===== src/rtl/branch_unit.sv =====
// rtl/branch_unit.sv - conditional branch resolver with two-cycle flush sequencer
// Evaluates condition codes against ALU flags, computes the target and counts taken branches.
module branch_unit (
    input  logic        clk,
    input  logic        rst,
    input  logic        br_valid,
    input  logic [2:0]  cond,
    input  logic [8:0]  offset,
    input  logic [15:0] pc_plus1,
    input  logic        V,
    input  logic        Z,
    input  logic        N,
    input  logic        stall,
    output logic        taken,
    output logic [15:0] target,
    output logic        flush,
    output logic        busy,
    output logic [15:0] taken_cnt
);

    typedef enum logic [1:0] {
        S_IDLE   = 2'd0,
        S_FLUSH1 = 2'd1,
        S_FLUSH2 = 2'd2
    } state_t;

    state_t      r_state;
    logic        r_taken;
    logic [15:0] r_target;
    logic        r_flush;
    logic        r_busy;
    logic [15:0] r_taken_cnt;

    logic        w_accept;
    logic        w_cond_true;
    logic [15:0] w_offset_sext;
    logic [15:0] w_target;

    assign w_accept      = br_valid && !stall && (r_state == S_IDLE);
    assign w_offset_sext = {{7{offset[8]}}, offset};
    assign w_target      = pc_plus1 + w_offset_sext;

    always_comb begin
        w_cond_true = 1'b0;
        case (cond)
            3'b000:  w_cond_true = !Z;
            3'b001:  w_cond_true = Z;
            3'b010:  w_cond_true = !Z && !N;
            3'b011:  w_cond_true = N;
            3'b100:  w_cond_true = Z || (!Z && !N);
            3'b101:  w_cond_true = N || Z;
            3'b110:  w_cond_true = V;
            default: w_cond_true = 1'b1;
        endcase
    end

    // flush/busy are registered alongside the state so they track it exactly
    always_ff @(posedge clk or negedge rst) begin
        if (!rst) begin
            r_state     <= S_IDLE;
            r_taken     <= 1'b0;
            r_target    <= 16'h0000;
            r_flush     <= 1'b0;
            r_busy      <= 1'b0;
            r_taken_cnt <= 16'h0000;
        end else begin
            r_taken <= 1'b0;
            case (r_state)
                S_IDLE: begin
                    if (w_accept && w_cond_true) begin
                        r_state  <= S_FLUSH1;
                        r_taken  <= 1'b1;
                        r_target <= w_target;
                        r_flush  <= 1'b1;
                        r_busy   <= 1'b1;
                        if (r_taken_cnt != 16'hFFFF) begin
                            r_taken_cnt <= r_taken_cnt + 16'd1;
                        end
                    end
                end
                S_FLUSH1: begin
                    r_state <= S_FLUSH2;
                end
                S_FLUSH2: begin
                    r_state <= S_IDLE;
                    r_flush <= 1'b0;
                    r_busy  <= 1'b0;
                end
                default: begin
                    r_state <= S_IDLE;
                    r_flush <= 1'b0;
                    r_busy  <= 1'b0;
                end
            endcase
        end
    end

    assign taken     = r_taken;
    assign target    = r_target;
    assign flush     = r_flush;
    assign busy      = r_busy;
    assign taken_cnt = r_taken_cnt;

endmodule


===== config.mk =====
export PLATFORM = sky130hd
export DESIGN_NAME = branch_unit
export DESIGN_NICKNAME = d
export VERILOG_FILES = /design/src/rtl/branch_unit.sv
export SDC_FILE = /design/constraint.sdc
export NUM_CORES = 1
export LEC_CHECK = 0
export CAP_MARGIN = 25
export CELL_PAD_IN_SITES_DETAIL_PLACEMENT = 0
export CELL_PAD_IN_SITES_GLOBAL_PLACEMENT = 2
export CORE_ASPECT_RATIO = 0.75
export CORE_MARGIN = 3
export CORE_UTILIZATION = 31
export CTS_BUF_LIST = sky130_fd_sc_hd__clkbuf_8
export DETAILED_ROUTE_END_ITERATION = 10
export PLACE_DENSITY_LB_ADDON = 0.1
export SLEW_MARGIN = 15
export SYNTH_ARGS = -nofsm -noshare
export SYNTH_HDL_FRONTEND = slang
export SYNTH_SLANG_ARGS = --single-unit
export TNS_END_PERCENT = 20

===== constraint.sdc =====
create_clock -name clk -period 2.8 [get_ports clk]
set_input_delay 0.42 -clock clk [delete_from_list [all_inputs] [get_ports clk]]
set_output_delay 0.42 -clock clk [all_outputs]
set_load 0.1 [all_outputs]

== Yosys cells after proc, flatten, opt, wreduce, memory -nomap -nowiden ==
Cells that the tools add are included.

* Word-level logic and storage cells: 38
* Bits of input ports: 35
* Register bits after elaboration: 36

* Bitwise gates (word level): 1
* Add/sub/neg operators: 2
* Reduce and logical (&&, ||, !) cells: 14
* Equality and inequality tests: 9
* Mux-type cells: 7

{| class="wikitable"
|+ Operators with widths
! cell !! number
|-
| $add 16x1->16 const B || 1
|-
| $add 16x16->16 || 1
|-
| $ne 16x16->1 const B || 1
|-
| $eq 3x3->1 const B || 3
|-
| $pmux 1 s7 || 1
|-
| $eq 3x2->1 const B || 2
|-
| $logic_and 1x1->1 || 4
|-
| $pmux 2 s2 || 1
|-
| $reduce_and 2->1 || 2
|-
| $eq 3x1->1 const B || 1
|-
| $logic_not 1->1 || 3
|-
| $logic_not 3->1 || 1
|-
| $mux 1 || 3
|-
| $reduce_and 3->1 || 1
|-
| $eq 2x1->1 const B || 1
|-
| $logic_not 2->1 || 1
|-
| $logic_or 1x1->1 || 2
|-
| $mux 2 || 1
|-
| $ne 2x1->1 const B || 1
|-
| $pmux 1 s2 || 1
|-
| $not 1->1 || 1
|}

== Depth between registers and ports, before layout ==
* Word-level depth: 7
* Depth in mapped cells: 8
* Gate-level depth less buffers: 8

== Least setup slack after synthesis ==
No wires, ideal clock.

* Path type: flip-flop to flip-flop
* From: register r_taken_cnt[2] (netlist: taken_cnt[2])
* To: register r_taken_cnt[9] (netlist: taken_cnt[9])
* Path buffers: 0
* Setup slack: 359 ps
* Arrival time: 2282 ps
* Required time: 2641 ps
* Stages on the path, launching flop included: 7
* Setup time: 159 ps
* Cells stage by stage: dfrtp_1 -> and3_1 -> and3_1 -> nand3_1 -> a211oi_2 -> nand3_1 -> xnor2_1

* Longest elaborated chain between the ends: 2

{| class="wikitable"
|+ RTL lines
! element !! line !! text
|-
| from (decl) || 32 || <nowiki>logic [15:0] r_taken_cnt;</nowiki>
|-
| from (signal assigned) || 77 || <nowiki>r_taken_cnt <= r_taken_cnt + 16'd1;</nowiki>
|-
| branches (longest 2 deep; another with $add 16x1->16) || - ||
|}

Several ways; the timed one is not identified.
A chain may end at the register's enable or synchronous reset.

== Worst setup path after layout ==
* From: input offset[0]
* To: register r_target[12] (netlist: target[12])

* Longest elaborated chain between the ends: 1

{| class="wikitable"
|+ RTL lines
! element !! line !! text
|-
| from (decl) || 8 || <nowiki>input logic [8:0] offset,</nowiki>
|-
| $add 16x16->16 || 41 || <nowiki>assign w_target = pc_plus1 + w_offset_sext;</nowiki>
|-
| to (signal assigned) || 73 || <nowiki>r_target <= w_target;</nowiki>
|-
| to (decl) || 29 || <nowiki>logic [15:0] r_target;</nowiki>
|}

Every way passes these cells.

==> results.py <==
metrics = {
    "clocking": {
        "clock_latency_ns": 0.28,
        "cts_root_buffer": "clkbuf_8",
        "clk_pin_slew_worst_paths_ns": 0.07,
        "cts_hold_buffers": 0,
        "cts_tree": "built",
        "cts_buffer_depth": 2,
        "postCtsSetupBuffers": 0,
        "cts_resized": 0,
        "htree_levels": 2,
        "cts_buffers": 5,
        "cts.sinks": 36,
    },
    "die": {
        "die_w_um": 105,
        "std_cell_rows": 26,
        "coreArea_um2": 6930,
        "die_area_um2": 8370,
        "start_util_pct": 32.6,
        "ios": 70,
        "die_h_um": 80.0,
    },
    "timing": {
        "hold_viol_final": 0,
        "fin_crit_sh_pct": 89.4,
        "fmax_mhz": 399,
        "setup_viol": 0,
        "maxSlewViolCount": 0,
        "rsz0062_at_grt": "no",
        "worst_hold_slack_ns": 0.240,
        "tightestPinTransition_ns": 0.842,
        "fin_crit_ns": 2.50,
        "slew_headroom_pct": 43.9,
        "skew_ns": 0.00333,
    },
    "logic_synthesis": {
        "synth.yosys.seq_area_share_pct": 39.8,
        "yosysUniqueCellTypes": 52,
        "synth_warnings": 0,
        "synth_nets": 281,
        "synthArstFlopShare_pct": 100,
        "synth_edf_count": 0,
        "ys_ff_latch": 36,
        "synth_cells": 229,
        "ys.flop_type": "dfrtp_1",
        "synthesis.area_um2": 2260,
        "syn_avg_cell_area_um2": 9.88,
    },
    "drt": {
        "dr_wl_met3_um": 313,
        "via_per_inst": 4.74,
        "drc_errors": 0,
        "wl_met1_mm": 3.15,
        "antenna_left": 0,
        "top_layer": "met4",
        "detail_route.wl_per_cell_um": 13.6,
        "drtIter0Drc": 68,
        "met2_length_mm": 2.02,
        "firstDrtPassIters": 4,
        "routed_wl_mm": 5.52,
        "vias": 1920,
    },
    "place": {
        "io_buffer_count": 69,
        "place_hpwl_mm": 4.27,
        "gp_congestion": 0.742,
        "place_area_um2": 3020,
    },
    "final_layout": {
        "layout_commonest_cell": "buf_4",
        "nNetsFinal": 359,
        "area_growth_pct": 36.9,
        "final_area_um2": 3100,
        "diodes": 0,
        "layout_common_cells": "43 x buf_4, 36 x dfrtp_1, 33 x clkdlybuf4s50_1",
        "drive_gt1_share_pct": 21.2,
    },
    "worst_setup_path": {
        "start_kind": "primary input",
        "cp_max_fo": 3,
        "critPathArrivalTime_ns": 2.71,
        "crit_type": "primary input to flop",
        "cp-end-kind": "flop",
        "required_ns": 3.00,
        "reg2reg_depth": 5,
        "r2r_setup_slack_ns": 0.71,
    },
    "power": {
        "vdd_ir_drop_max_v": 0.000514,
        "powerDensity_nw_per_um2": 846,
        "total_power_mw": 2.62,
        "cellLeakagePower_nw": 1.38,
    },
    "grt": {
        "grt_use_total_pct": 13.7,
        "grt_pass1_wl_mm": 9.36,
        "grt_max_degree": 37,
        "overflow": 0,
        "antenna_found_initial": 0,
        "grt_pass1_vias": 1854,
    },
    "hold_path": {
        "hold_path_class": "primary input to asynchronous set/reset pin",
    },
    "flow_run": {
        "max_cap_violations": 0,
    },
    "status": {
        "status": "finished clean",
    },
}
## cells by family after synthesis
logic type	after synthesis	share of synthesized area [%]
compound gates	61	18.4
mux	5	2.49
xor+xnor	26	10.1
fa+ha+maj	17	9.73
simple gates	72	16.3
buf+inv	12	3.21
flops	36	39.8
## worst paths after layout
path,start,to
max in group asynchronous,rst,taken_cnt[15]$_DFFE_PN0P_
min,rst,target[15]$_DFFE_PN0P_
max,offset[0],target[12]$_DFFE_PN0P_
min in group clk,r_state[1]$_DFFE_PN0P_,r_state[1]$_DFFE_PN0P_
max reg2reg,r_state[1]$_DFFE_PN0P_,target[15]$_DFFE_PN0P_
min reg2reg,r_state[1]$_DFFE_PN0P_,r_state[1]$_DFFE_PN0P_
## flip-flops by register name (all words and copies together), names as in the netlist
register	flops
taken_cnt	16
busy	1
r_state	2
target	16
taken	1
## cells in the mapped netlist (all sizes together), types with 5 or more instances
cell	count	share of area, %
inv	5	0.83
a21oi	11	2.8
ha	16	8.8
o21ai	23	5.1
buf	6	2.2
dfrtp	36	40
mux2	5	2.5
xor2	7	2.7
xnor2	19	7.4
nand3	9	2.0
a21o	5	1.7
a211oi	5	1.9
nor2	13	2.3
nand2	25	4.1
## through the flow
| stage | setup slack (ns) | instances | utilization [%] | TNS [ns] |
|---|---|---|---|---|
| 2_1_floorplan | 0.359 | 229 | - | 0 |
| 3_3_place_gp | -0.0206 | 398 | 43.6 | -0.0266 |
| 3_5_place_dp | -0.0289 | 398 | 43.6 | -0.0636 |
| 4_1_cts | 0.276 | 405 | 44.7 | 0 |
| 5_1_grt | 0.0963 | 405 | 44.7 | 0 |
| 6_report | 0.296 | 405 | 44.7 | 0 |
## worst max-delay path, cell delays in order
cell and delay [ns]:
clkdlybuf4s50_1 0.40, ha_1 0.22, fa_1 0.40, a211oi_1 0.22, o21bai_1 0.16, a2111oi_2 0.38, buf_4 0.18, o31ai_1 0.07
xnor2_1 0.13, o21ai_0 0.13
## routing by layer
metal,GRT usage [%],vias up
li1,-,983
met1,21.9,876
met2,17.6,57
met3,3.64,4
met4,3.54,0
met5,0,-
## cell type report
class / count / area (um2)
well taps: 98 / 123
flip-flops and latches: 36 / 901
multi-input cells: 181 / 1300
clock inverters: 2 / 8.76
clock buffers: 5 / 68.8
inverters: 5 / 18.8
repair buffers: 78 / 678
fillers: 699 / 3830
## where the power goes
group	internal, mW	switching [mW]	leakage (nW)	total [mW]
logic	0.363	1.16	0.874	1.53
registers	0.641	0.110	0.464	0.751
clock network	0.166	0.178	0.0452	0.344
total	1.17	1.45	1.38	2.62
Note: power is estimated with default switching activity, not from simulation.
